<file path="config.mk">
export PLATFORM = sky130hd
export DESIGN_NAME = muldiv_seq
export DESIGN_NICKNAME = d
export VERILOG_FILES = /design/src/rtl/muldiv_seq.sv
export SDC_FILE = /design/constraint.sdc
export NUM_CORES = 1
export LEC_CHECK = 0
export ABC_CLOCK_PERIOD_IN_PS = 3450
export CORE_MARGIN = 2
export CORE_UTILIZATION = 52
export DETAILED_ROUTE_END_ITERATION = 16
export PLACE_DENSITY_LB_ADDON = 0.1
export SYNTH_ARGS = -nofsm -noshare
export SYNTH_HDL_FRONTEND = slang
export SYNTH_SLANG_ARGS = --single-unit
</file>
<file path="constraint.sdc">
create_clock -name clk -period 3.45 [get_ports clk]
set_input_delay 0.69 -clock clk [delete_from_list [all_inputs] [get_ports clk]]
set_output_delay 0.69 -clock clk [all_outputs]
set_load 0.02 [all_outputs]
</file>
<file path="src/rtl/muldiv_seq.sv">
// muldiv_seq: iterative multiply/divide sequencer for the EXE stage.
// Runs MULT/MULTU (32-step shift-add) and DIV/DIVU (restoring divide) on one
// shared 2*WIDTH-bit working register, then writes HI/LO.
//
// Ports:
//   clk       rising-edge clock
//   reset     synchronous, active-high reset
//   start     valid mul/div request (sampled in IDLE or DONE only)
//   op        00 MULT, 01 MULTU, 10 DIV, 11 DIVU
//   op1/op2   rs/rt operand values
//   cancel    pipeline flush; aborts an operation in flight
//   busy      high in PREP, RUN and FIX
//   stall_req pipeline hold request (combinational)
//   done      one-cycle pulse when hi/lo are updated
//   hi/lo     product high/low, or remainder/quotient
module muldiv_seq #(
    parameter int WIDTH = 32
) (
    input  logic             clk,
    input  logic             reset,
    input  logic             start,
    input  logic [1:0]       op,
    input  logic [WIDTH-1:0] op1,
    input  logic [WIDTH-1:0] op2,
    input  logic             cancel,
    output logic             busy,
    output logic             stall_req,
    output logic             done,
    output logic [WIDTH-1:0] hi,
    output logic [WIDTH-1:0] lo
);

    localparam int CW = $clog2(WIDTH);

    typedef enum logic [2:0] {
        S_IDLE,
        S_PREP,
        S_RUN,
        S_FIX,
        S_DONE
    } state_t;

    state_t               r_state;
    logic [1:0]           r_op;
    logic                 r_s1;
    logic                 r_s2;
    logic [WIDTH-1:0]     r_a;
    logic [WIDTH-1:0]     r_b;
    logic [2*WIDTH-1:0]   r_acc;
    logic [CW-1:0]        r_cnt;
    logic [WIDTH-1:0]     r_hi;
    logic [WIDTH-1:0]     r_lo;
    logic                 r_busy;
    logic                 r_done;

    logic                 w_accept;
    logic [WIDTH-1:0]     w_abs1;
    logic [WIDTH-1:0]     w_abs2;
    logic [WIDTH:0]       w_mul_sum;
    logic [2*WIDTH-1:0]   w_mul_next;
    logic [WIDTH:0]       w_rem_sh;
    logic                 w_ge;
    logic [WIDTH-1:0]     w_rem_sub;
    logic [2*WIDTH-1:0]   w_div_next;
    logic [2*WIDTH-1:0]   w_neg_prod;
    logic [WIDTH-1:0]     w_fix_hi;
    logic [WIDTH-1:0]     w_fix_lo;

    // A new op is taken from IDLE (unless flushed) or straight out of DONE.
    assign w_accept = start && ((r_state == S_IDLE && !cancel) || r_state == S_DONE);

    // Signed ops work on magnitudes; |0x80000000| stays 0x80000000 unsigned.
    assign w_abs1 = (!op[0] && op1[WIDTH-1]) ? -op1 : op1;
    assign w_abs2 = (!op[0] && op2[WIDTH-1]) ? -op2 : op2;

    // Multiply step: the carry of the upper add lands in acc[MSB] after the shift.
    assign w_mul_sum  = {1'b0, r_acc[2*WIDTH-1:WIDTH]} + {1'b0, r_b};
    assign w_mul_next = r_acc[0] ? {w_mul_sum, r_acc[WIDTH-1:1]}
                                 : {1'b0, r_acc[2*WIDTH-1:1]};

    // Divide step: shifted remainder needs one extra bit for the compare.
    assign w_rem_sh   = r_acc[2*WIDTH-1:WIDTH-1];
    assign w_ge       = (w_rem_sh >= {1'b0, r_b});
    assign w_rem_sub  = w_rem_sh[WIDTH-1:0] - r_b;
    assign w_div_next = w_ge ? {w_rem_sub, r_acc[WIDTH-2:0], 1'b1}
                             : {r_acc[2*WIDTH-2:0], 1'b0};

    assign w_neg_prod = -r_acc;

    always_comb begin
        w_fix_hi = r_acc[2*WIDTH-1:WIDTH];
        w_fix_lo = r_acc[WIDTH-1:0];
        if (r_op == 2'b00 && (r_s1 ^ r_s2)) begin
            w_fix_hi = w_neg_prod[2*WIDTH-1:WIDTH];
            w_fix_lo = w_neg_prod[WIDTH-1:0];
        end else if (r_op == 2'b10) begin
            if (r_s1 ^ r_s2) w_fix_lo = -r_acc[WIDTH-1:0];
            if (r_s1)        w_fix_hi = -r_acc[2*WIDTH-1:WIDTH];
        end
    end

    always_ff @(posedge clk) begin
        if (reset) begin
            r_state <= S_IDLE;
            r_op    <= '0;
            r_s1    <= 1'b0;
            r_s2    <= 1'b0;
            r_a     <= '0;
            r_b     <= '0;
            r_acc   <= '0;
            r_cnt   <= '0;
            r_hi    <= '0;
            r_lo    <= '0;
            r_busy  <= 1'b0;
            r_done  <= 1'b0;
        end else begin
            r_done <= 1'b0;
            case (r_state)
                S_IDLE, S_DONE: begin
                    if (w_accept) begin
                        r_op    <= op;
                        r_s1    <= op1[WIDTH-1];
                        r_s2    <= op2[WIDTH-1];
                        r_a     <= w_abs1;
                        r_b     <= w_abs2;
                        r_busy  <= 1'b1;
                        r_state <= S_PREP;
                    end else begin
                        r_state <= S_IDLE;
                    end
                end
                S_PREP: begin
                    if (cancel) begin
                        r_busy  <= 1'b0;
                        r_state <= S_IDLE;
                    end else begin
                        // {0, a} for multiply is the same layout as rem=0, quo=a.
                        r_acc   <= {{WIDTH{1'b0}}, r_a};
                        r_cnt   <= CW'(WIDTH - 1);
                        r_state <= S_RUN;
                    end
                end
                S_RUN: begin
                    if (cancel) begin
                        r_busy  <= 1'b0;
                        r_state <= S_IDLE;
                    end else begin
                        r_acc <= r_op[1] ? w_div_next : w_mul_next;
                        r_cnt <= r_cnt - 1'b1;
                        if (r_cnt == '0) r_state <= S_FIX;
                    end
                end
                S_FIX: begin
                    r_busy <= 1'b0;
                    if (cancel) begin
                        r_state <= S_IDLE;
                    end else begin
                        r_hi    <= w_fix_hi;
                        r_lo    <= w_fix_lo;
                        r_done  <= 1'b1;
                        r_state <= S_DONE;
                    end
                end
                default: begin
                    r_busy  <= 1'b0;
                    r_state <= S_IDLE;
                end
            endcase
        end
    end

    assign busy      = r_busy;
    assign done      = r_done;
    assign hi        = r_hi;
    assign lo        = r_lo;
    assign stall_req = (start && !r_busy && (r_state != S_DONE)) || r_busy;

endmodule

</file>
==> results by group, run 1 <==
Outcome
  – Status: finished, final reports clean

Cells and area
  – Final-stage net count: 2,257
  – Share of layout cells above drive strength 1: 9.43%
  – Layout Utilization: 64.5%
  – Non-filler instance count after layout: 2,509
  – Layout area overhead: 22.0%
  – Ant. Diodes: 0

Floorplan
  – Die H: 172 um
  – I/O pin count: 137
  – Row count: 61
  – Die area: slightly below 30,000 um^2
  – CORE AREA: 27,800 um^2
  – Die width: roughly 170 um
  – Starting Density: 52.8%

Pwr
  – Pwr Density: 356 nW/um^2
  – LEAKAGE: between 6 and 7 nW
  – Peak VDD IR: 0.339 mV
  – Final Power: roughly 6.4 mW

CTS
  – CTS Root Cell: clkbuf_16
  – Worst-Skew Late Latency: between 500 and 600 ps
  – Resized Gates After CTS: 0
  – Htree depth: 1
  – Num CTS Buffers: 25
  – Post-CTS Setup Repair Bufs: 0
  – Clock Path Buffers: 3
  – Clk pin slew, worst setup/hold paths: 60 ps
  – CTS tree: yes
  – Sink Count: a little over 200
  – Hold Buf Count CTS: 0

Drt
  – Drt pass-1 iters: 6
  – Total wire length: 47.9 mm
  – Antenna viol nets, final: 0
  – Via Count: 15,200
  – Vias/cell: 6.04
  – # DRC: 0
  – DR WL/cell: roughly 19 um
  – DR iter-0 viols: 1,315

Yosys
  – Netlist cell types: 69
  – EDFF count, synth: 0
  – Synth Flop Type: dfxtp_1
  – Largest area contributor in the netlist: dfxtp_1
  – Post-synth top area share: about 28%
  – Most numerous cell in the Yosys netlist: nor2_1
  – Syn Inst Count: roughly 2,000
  – Cell Area, Synth: 14,700 um^2
  – Synth warnings: 0
  – Leading cell types by count after synthesis: nor2_1, dfxtp_1, a21oi_1
  – Async set-reset flop share out of synthesis: 0%
  – Sequential area share after synthesis: 28.1%
  – Synth Register Bits: 206
  – Mapped Avg Cell Area: 7.53 um^2
  – Mapped Nets: 2,092
  – Synth top area cells: dfxtp_1, nor2_1, a211oi_1

Global routing
  – M1 GR Usage: between 40% and 50%
  – GRT busiest layer: met1
  – GR Util met2: between 40% and 50%
  – Initial antenna violation count: 0
  – Largest net degree at the start of global routing: 77
  – Met3 GRT Util: 4.83%
  – First-pass GRT wire length: 74.5 mm
  – Vias in the first global route: 13,600
  – Total grt overflow: 0
  – GRT Total Usage: a little under a third

Timing
  – Hold_ws: roughly 450 ps
  – Max transition margin: 34.8%
  – Final Critical Period: 3280 ps
  – Final Max Tran Viols: 0
  – Clock Skew: roughly 17 ps
  – Peak Freq: 304 MHz
  – Measured slew at the worst slew-check pin: 978 ps
  – Period utilisation layout: a little over nine tenths
  – Final hold vios: 0
  – Final setup viols: 0
  – Setup ws final: 166 ps
  – RSZ-0062 raised after global routing: no

Placed design
  – Port Buffers: 136
  – Gp weighted congestion: 0.988
  – Post-DP HPWL: 36.0 mm
  – Setup WS pre-CTS: -57.1 ps
  – Post-placement cell count: roughly 2,500

Worst setup path
  – Startpoint types: flip-flop
  – Critical path data required time: 3930 ps
  – Setup CP Type: reg -> reg
  – R2R cell count: 13
  – Critical path fanouts, max: 22
  – WP data arrival: 3770 ps
  – Setup crit end kind: flip-flop

Hold path
  – Hold/Removal Path Class: reg -> reg
  – Hold depth: 2

Flow run
  – MaxCap Viol Count: 0
worst paths after layout:
kind | startpoint | to | slack (ps)
hold / removal | hi[30] | hi[30] | 450
setup / recovery | r_b[12] | r_acc[41] | 170
setup reg to reg | r_b[12] | r_acc[41] | 170
hold reg to reg | hi[30] | hi[30] | 450
cell usage in the layout (no fill, tap or decap), types with 14 or more instances in the layout:
master           netlist  final
xor2_1                70     70
clkdlybuf4s50_1        0    135
ha_1                  70     70
a211oi_1             137    136
nor2b_1               21     21
inv_1                 69     69
nand2_1              144    143
o31ai_1               16     16
o21ai_0               99     99
mux2i_1               51     51
nor4_1                16     16
a311oi_1              14     14
clkbuf_16              0     25
o211ai_1              15     15
buf_4                  0    130
a31oi_1               26     26
nor3_1                41     41
a21o_1                33     33
dfxtp_1              206    204
xnor2_1               85     85
nor2_1               279    277
a21oi_1              192    192
or3_1                 31     31
nand3_1               22     22
final cells by class:
cell class	count	area (um^2)
clock buffer	34	709
fill	2560	9880
tap	378	473
timing repair buffer	269	2400
sequential	206	4130
multi-input combinational	1544	9830
inverter	69	259
clock inverter	9	110
state kept, by name (all words and copies together) (netlist names):
signal and flops:
r_acc 64, hi 32, lo 32, r_a 32, r_b 32, r_cnt 5, r_state 3, r_op 2
busy 1, done 1, r_s1 1, r_s2 1
through the flow:
step                area, um^2  setup TNS, ps
finish                   17900              0
global route             17900              0
CTS                      17900              0
detailed placement       17100           -162
global placement         17100          -9.73
floorplan                14700              0
routing by layer:
| layer | share of wire [%] | wire length (um) |
|---|---|---|
| met1 | 48 | 22900 |
| met2 | 41 | 19600 |
| met3 | 9.3 | 4470 |
| met4 | 2.1 | 1010 |
| met5 | 0 | 0 |
kinds of logic (layout without fill, tap and decap cells):
logic type | after synthesis | after routing | synth area share [%]
buffers and inverters | 200 | 381 | 5.17
XOR/XNOR | 155 | 155 | 9.25
multiplexers | 52 | 52 | 3.55
AND/OR/NAND/NOR | 641 | 641 | 20.1
flip-flops | 206 | 206 | 28.1
adder cells (fa/ha/maj) | 73 | 73 | 6.31
AO/OA/AOI/OAI | 623 | 623 | 27.5
report_power, final:
part / switching (mW) / internal, mW / leakage (nW)
clock: 1.09 / 1.59 / 0.410
combinational: 0.693 / 0.493 / 4.88
sequential: 0.0739 / 2.45 / 1.67
worst max-delay path: stages, from the launching register on:
cell and delay, ps:
dfxtp_1 440, buf_4 160, inv_1 70, ha_1 470
o21ai_0 140, a211oi_1 420, o211ai_1 130, a31oi_1 400
nor2_4 70, buf_4 240, mux2i_1 150, a21oi_1 300
a21oi_1 70, a21oi_1 120
(Power assumes the default switching activity.)
==> run 2: changes to the inputs <==
- ABC_CLOCK_PERIOD_IN_PS: 3450 -> 3300
- SETUP_SLACK_MARGIN: default -> 0.02
- clock period: 3.45 -> 3.3 ns (I/O delays scaled with it)
==> run 2 against run 1 <==
Against the previous run: total power grew 6.6%; first-iteration DRC count grew 5.0%; cell count shrank 0.24%; routed wire length shrank 2.7%; clock power grew 10%.
==> results by group, run 2 (same netlist as run 1, synthesis figures left out) <==
Floorplan
  – Row count: 61 (unchanged)
  – Die area: 29,600 um^2 (unchanged)
  – Starting Density: 52.8% (unchanged)
  – CORE AREA: 27,800 um^2 (unchanged)
  – Die width: 172 um (unchanged)
  – Die H: 172 um (unchanged)
  – I/O pin count: 137 (unchanged)

Global routing
  – Total grt overflow: 0 (unchanged)
  – Initial antenna violation count: 0 (unchanged)
  – Vias in the first global route: 13,600 (unchanged)
  – GRT Total Usage: 30.9% (was 31.8%)
  – Largest net degree at the start of global routing: 83 (was 77)
  – First-pass GRT wire length: 72.9 mm (was 74.5 mm)

CTS
  – Htree depth: 1 (unchanged)
  – Worst-Skew Late Latency: 550 ps (about the same)
  – Clock Path Buffers: 3 (unchanged)
  – CTS Root Cell: clkbuf_16 (unchanged)
  – Num CTS Buffers: 25 (unchanged)
  – Post-CTS Setup Repair Bufs: 0 (unchanged)
  – CTS tree: yes (unchanged)
  – Resized Gates After CTS: 0 (unchanged)
  – Clk pin slew, worst setup/hold paths: 60 ps (about the same)
  – Sink Count: 206 (unchanged)
  – Hold Buf Count CTS: 0 (unchanged)

Pwr
  – Peak VDD IR: 0.346 mV (was 0.339 mV)
  – LEAKAGE: 6.94 nW (was 6.96 nW)
  – Combinational share of power: 17.8% (was 18.6%)
  – Switching power share of the total: 28.7% (was 29.0%)
  – Clock Power Share: 43.4% (was 41.9%)
  – Final Power: 6.80 mW (was 6.38 mW)
  – Sequential power share: 38.8% (was 39.5%)
  – Psw: 1.95 mW (was 1.85 mW)
  – Pwr Density: 379 nW/um^2 (was 356 nW/um^2)
  – Internal: 4.85 mW (was 4.53 mW)

Worst setup path
  – R2R cell count: 13 (unchanged)
  – Launching point of the worst reg2reg path: r_b[3] (was r_b[12])
  – Worst R2R Setup Slack: 130 ps (was 170 ps)
  – Reg2Reg Capture Point: r_acc[63] (was r_acc[41])
  – Setup CP Type: reg -> reg (unchanged)
  – Setup crit end kind: flip-flop (unchanged)
  – Startpoint types: flip-flop (unchanged)
  – Critical path data required time: 3740 ps (was 3930 ps)
  – Critical path fanouts, max: 5 (was 22)
  – WP data arrival: 3610 ps (was 3770 ps)

Cells and area
  – Ant. Diodes: 0 (unchanged)
  – Layout area overhead: 22.4% (was 22.0%)
  – Top reg by flops: r_acc (unchanged)
  – Fill cell count: 2,581 (was 2,560)
  – Max reg flops: 64 (unchanged)
  – Commonest non-fill, non-tap cell in the layout: nor2_1 (unchanged)
  – Final-stage net count: 2,248 (was 2,257)
  – Layout Utilization: 64.7% (was 64.5%)
  – Share of layout cells above drive strength 1: 9.65% (was 9.43%)
  – Most frequent cells in the layout: nor2_1, dfxtp_1, a21oi_1 (unchanged)

Timing
  – Setup TNS: 0 ps (unchanged)
  – Final hold vios: 0 (unchanged)
  – Period utilisation layout: 96.1% (was 95.2%)
  – Clock Skew: 14.1 ps (was 17.5 ps)
  – Setup ws final: 128 ps (was 166 ps)
  – Hold_ws: 439 ps (was 445 ps)
  – Final setup viols: 0 (unchanged)
  – Max transition margin: 41.2% (was 34.8%)
  – Peak Freq: 315 MHz (was 304 MHz)
  – Final Critical Period: 3170 ps (was 3280 ps)
  – RSZ-0062 raised after global routing: no (unchanged)
  – Final Max Tran Viols: 0 (unchanged)
  – Measured slew at the worst slew-check pin: 882 ps (was 978 ps)

Hold path
  – Hold Crit Start: reset (was hi[30])
  – Worst Hold End: r_acc[31] (was hi[30])
  – Hold depth: 2 (unchanged)
  – Hold/Removal Path Class: in -> reg (was reg -> reg)

Drt
  – DR WL/cell: 18.6 um (was 19.1 um)
  – Via Count: 15,000 (was 15,200)
  – # DRC: 0 (unchanged)
  – Drt pass-1 iters: 5 (was 6)
  – DR iter-0 viols: 1,381 (was 1,315)
  – Antenna viol nets, final: 0 (unchanged)
  – Vias/cell: 6.01 (was 6.04)
  – Total wire length: 46.6 mm (was 47.9 mm)

Placed design
  – Gp weighted congestion: 0.978 (was 0.988)
  – Setup WS pre-CTS: -144 ps (was -57.1 ps)
  – Post-DP HPWL: 35.4 mm (was 36.0 mm)
  – Port Buffers: 136 (unchanged)

Outcome
  – Status: finished, final reports clean (unchanged)

Flow run
  – MaxCap Viol Count: 0 (unchanged)
-- run 2: cell types whose count changed in the layout (fill, tap and decap cells not counted), sizes merged --
cell	delta
clkbuf	+2
bufinv	+1
clkinvlp	+2
clkinv	-3
buf	-9
inv	+1
-- run 2: worst max-delay path, cell delays in order (launching register included) --
cell and delay (ps):
dfxtp_2 410, buf_4 170, inv_1 50, ha_1 360
a21oi_1 200, nor2b_1 100, o31a_1 310, o311ai_1 260
buf_4 200, nor3_1 60, o31a_1 290, a211oi_1 280
xnor2_1 100, o311a_1 280
-- run 2: power groups by stage --
stage | clock [mW] | combinational [mW] | sequential, mW
after floorplan | 0 | 0.787 | 2.66
after global placement | 0 | 1.17 | 2.69
after detailed placement | 0 | 1.18 | 2.69
after CTS | 2.98 | 1.19 | 2.64
after global routing | 3.08 | 1.32 | 2.65
final | 2.95 | 1.21 | 2.64
-- run 2: worst max-delay path by stage --
stage,depth (start not counted),from,slack (ps),end
global route,13,r_b[0],9,r_acc[61]
detailed placement,11,op2[8],-140,r_b[29]
finish,13,r_b[3],130,r_acc[63]
CTS,15,r_b[0],70,r_acc[59]
floorplan,9,r_acc[12],290,hi[29]
global placement,11,op2[8],-120,r_b[29]
-- run 2: layout make-up --
class                           count  area [um^2]  share of cell area [%]
Multi-Input combinational cell   1544         9880                    55.0
Sequential cell                   206         4130                    23.0
Timing Repair Buffer              260         2340                    13.0
Clock buffer                       36          727                    4.05
Tap cell                          378          473                    2.63
Inverter                           69          259                    1.44
Clock inverter                     10          153                   0.850
-- run 2: through the flow --
step                      instance area, um^2  instances
after CTS                               17900       2503
after detailed placement                17000       2457
after floorplan                         14700       1950
after global routing                    18000       2503
final                                   18000       2503
after global placement                  17000       2457
-- run 2: metal layers --
metal / part of all wire (%) / track usage (%) / wire length (um) / vias up
li1: - / - / - / 7398
met1: 47 / 46.0 / 22000 / 6950
met2: 41 / 46.4 / 19100 / 604
met3: 9.2 / 4.83 / 4300 / 84
met4: 2.5 / 7.42 / 1150 / 0
met5: 0 / 0 / 0 / -
==> run 3: changes to the inputs <==
- CAP_MARGIN: default -> 5
- CORE_ASPECT_RATIO: default -> 0.5
==> run 3 against run 2 <==
Against the previous run: largest power group is now registers; worst hold slack better by 12 ps; largest cell class unchanged; fmax rose by 0.14%; sequential share of layout area is 0.061 points lower; count of clock-buffer cells in the layout down 8; highest routed layer unchanged; routed wire length is 1.7% higher; critical endpoint is now hi[17].
==> results by group, run 3 (same netlist as run 1, synthesis figures left out) <==
Outcome
  – Status: finished, final reports clean (unchanged)

Worst setup path
  – WP data arrival: 3540 ps (was 3610 ps)
  – Critical path fanouts, max: 4 (was 5)
  – Setup CP Type: reg -> reg (unchanged)
  – Startpoint types: flip-flop (unchanged)
  – Setup crit end kind: flip-flop (unchanged)
  – Critical path data required time: 3670 ps (was 3740 ps)

Pwr
  – Pwr Density: 357 nW/um^2 (was 379 nW/um^2)
  – Peak VDD IR: 0.313 mV (was 0.346 mV)
  – LEAKAGE: 6.98 nW (was 6.94 nW)
  – Final Power: 6.42 mW (was 6.80 mW)

Timing
  – Period utilisation layout: 96.0% (was 96.1%)
  – Max transition margin: 47.6% (was 41.2%)
  – Measured slew at the worst slew-check pin: 784 ps (was 882 ps)
  – Final Max Tran Viols: 0 (unchanged)
  – Clock Skew: 28.6 ps (was 14.1 ps)
  – Final Critical Period: 3170 ps (about the same)
  – Hold_ws: 450 ps (was 439 ps)
  – Final setup viols: 0 (unchanged)
  – Final hold vios: 0 (unchanged)
  – Setup TNS: 0 ps (unchanged)
  – Setup ws final: 133 ps (was 128 ps)
  – RSZ-0062 raised after global routing: no (unchanged)
  – Peak Freq: 316 MHz (was 315 MHz)

Cells and area
  – Non-filler instance count after layout: 2,516 (was 2,503)
  – Final-stage net count: 2,264 (was 2,248)
  – Share of layout cells above drive strength 1: 10.2% (was 9.65%)
  – Commonest non-fill, non-tap cell in the layout: nor2_1 (unchanged)
  – Top reg by flops: r_acc (unchanged)
  – Layout Utilization: 64.9% (was 64.7%)
  – Layout area overhead: 22.5% (was 22.4%)
  – Ant. Diodes: 0 (unchanged)
  – Final Cell Area: 18,000 um^2 (about the same)
  – Most frequent cells in the layout: nor2_1, dfxtp_1, a21oi_1 (unchanged)
  – Max reg flops: 64 (unchanged)

Floorplan
  – I/O pin count: 137 (unchanged)
  – Die area: 29,700 um^2 (was 29,600 um^2)
  – Die width: 242 um (was 172 um)
  – Row count: 43 (was 61)
  – Die H: 123 um (was 172 um)
  – CORE AREA: 27,700 um^2 (was 27,800 um^2)
  – Starting Density: 53.0% (was 52.8%)

CTS
  – Num CTS Buffers: 21 (was 25)
  – Clock Path Buffers: 3 (unchanged)
  – CTS Root Cell: clkbuf_16 (unchanged)
  – Worst-Skew Late Latency: 540 ps (was 550 ps)
  – Clk pin slew, worst setup/hold paths: 70 ps (was 60 ps)
  – Sink Count: 206 (unchanged)
  – CTS tree: yes (unchanged)
  – Htree depth: 1 (unchanged)

Drt
  – Total wire length: 47.4 mm (was 46.6 mm)
  – DR WL/cell: 18.8 um (was 18.6 um)
  – Drt pass-1 iters: 7 (was 5)
  – Antenna viol nets, final: 0 (unchanged)
  – Via Count: 15,100 (was 15,000)
  – DR iter-0 viols: 1,439 (was 1,381)
  – Vias/cell: 6.00 (was 6.01)
  – # DRC: 0 (unchanged)

Placed design
  – Setup WS pre-CTS: -102 ps (was -144 ps)
  – Post-DP HPWL: 35.3 mm (was 35.4 mm)
  – Gp weighted congestion: 0.984 (was 0.978)
  – Placed Area: 17,200 um^2 (was 17,000 um^2)
  – Post-placement cell count: 2,480 (was 2,457)
  – Port Buffers: 136 (unchanged)

Hold path
  – Hold/Removal Path Class: reg -> reg (was in -> reg)

Global routing
  – GRT Total Usage: 31.2% (was 30.9%)
  – Total grt overflow: 0 (unchanged)
  – Largest net degree at the start of global routing: 156 (was 83)
  – First-pass GRT wire length: 74.6 mm (was 72.9 mm)
  – Initial antenna violation count: 1 (was 0)
  – Vias in the first global route: 13,900 (was 13,600)

Flow run
  – MaxCap Viol Count: 0 (unchanged)
==> run 3: cell type report <==
type	instances	area, um^2
Clock buffer	28	622
Clock inverter	7	93.8
Fill cell	2495	9730
Inverter	69	259
Multi-Input combinational cell	1544	9880
Sequential cell	206	4130
Tap cell	382	478
Timing Repair Buffer	280	2520
==> run 3: metal layers <==
metal / up-vias / track usage [%] / wire length [um]
met5: - / 0 / 0
met4: 0 / 9.98 / 1440
met3: 85 / 4.20 / 3500
met2: 503 / 49.5 / 20600
met1: 7101 / 44.1 / 21900
li1: 7402 / - / -
==> run 3: where the power goes <==
group	internal [mW]	switching [mW]
Sequential	2.56	0.0710
Combinational	0.520	0.696
Clock	1.48	1.10
Total	4.55	1.87
==> run 3: path summary, 6_finish.rpt <==
kind         startpoint     end  slack, ps  depth (start not counted)
max           r_acc[12]  hi[17]        130                          8
min reg2reg      hi[20]  hi[20]        450                          2
min              hi[20]  hi[20]        450                          2
max reg2reg   r_acc[12]  hi[17]        130                          8
==> run 3: repair_timing <==
item                                    CTS  global route
endpoints found under the setup margin    0            11
resized for setup                         0            14
setup buffers                             0             1
hold buffers                              0             0
==> run 3: worst max-delay path, cell delays in order (launching register included) <==
cell and delay [ps]:
dfxtp_1 320, or4_4 550, or4_4 460, nor3_4 240, a31oi_1 220, or4_4 600
o21ai_0 220, xor2_1 300, a211oi_1 120
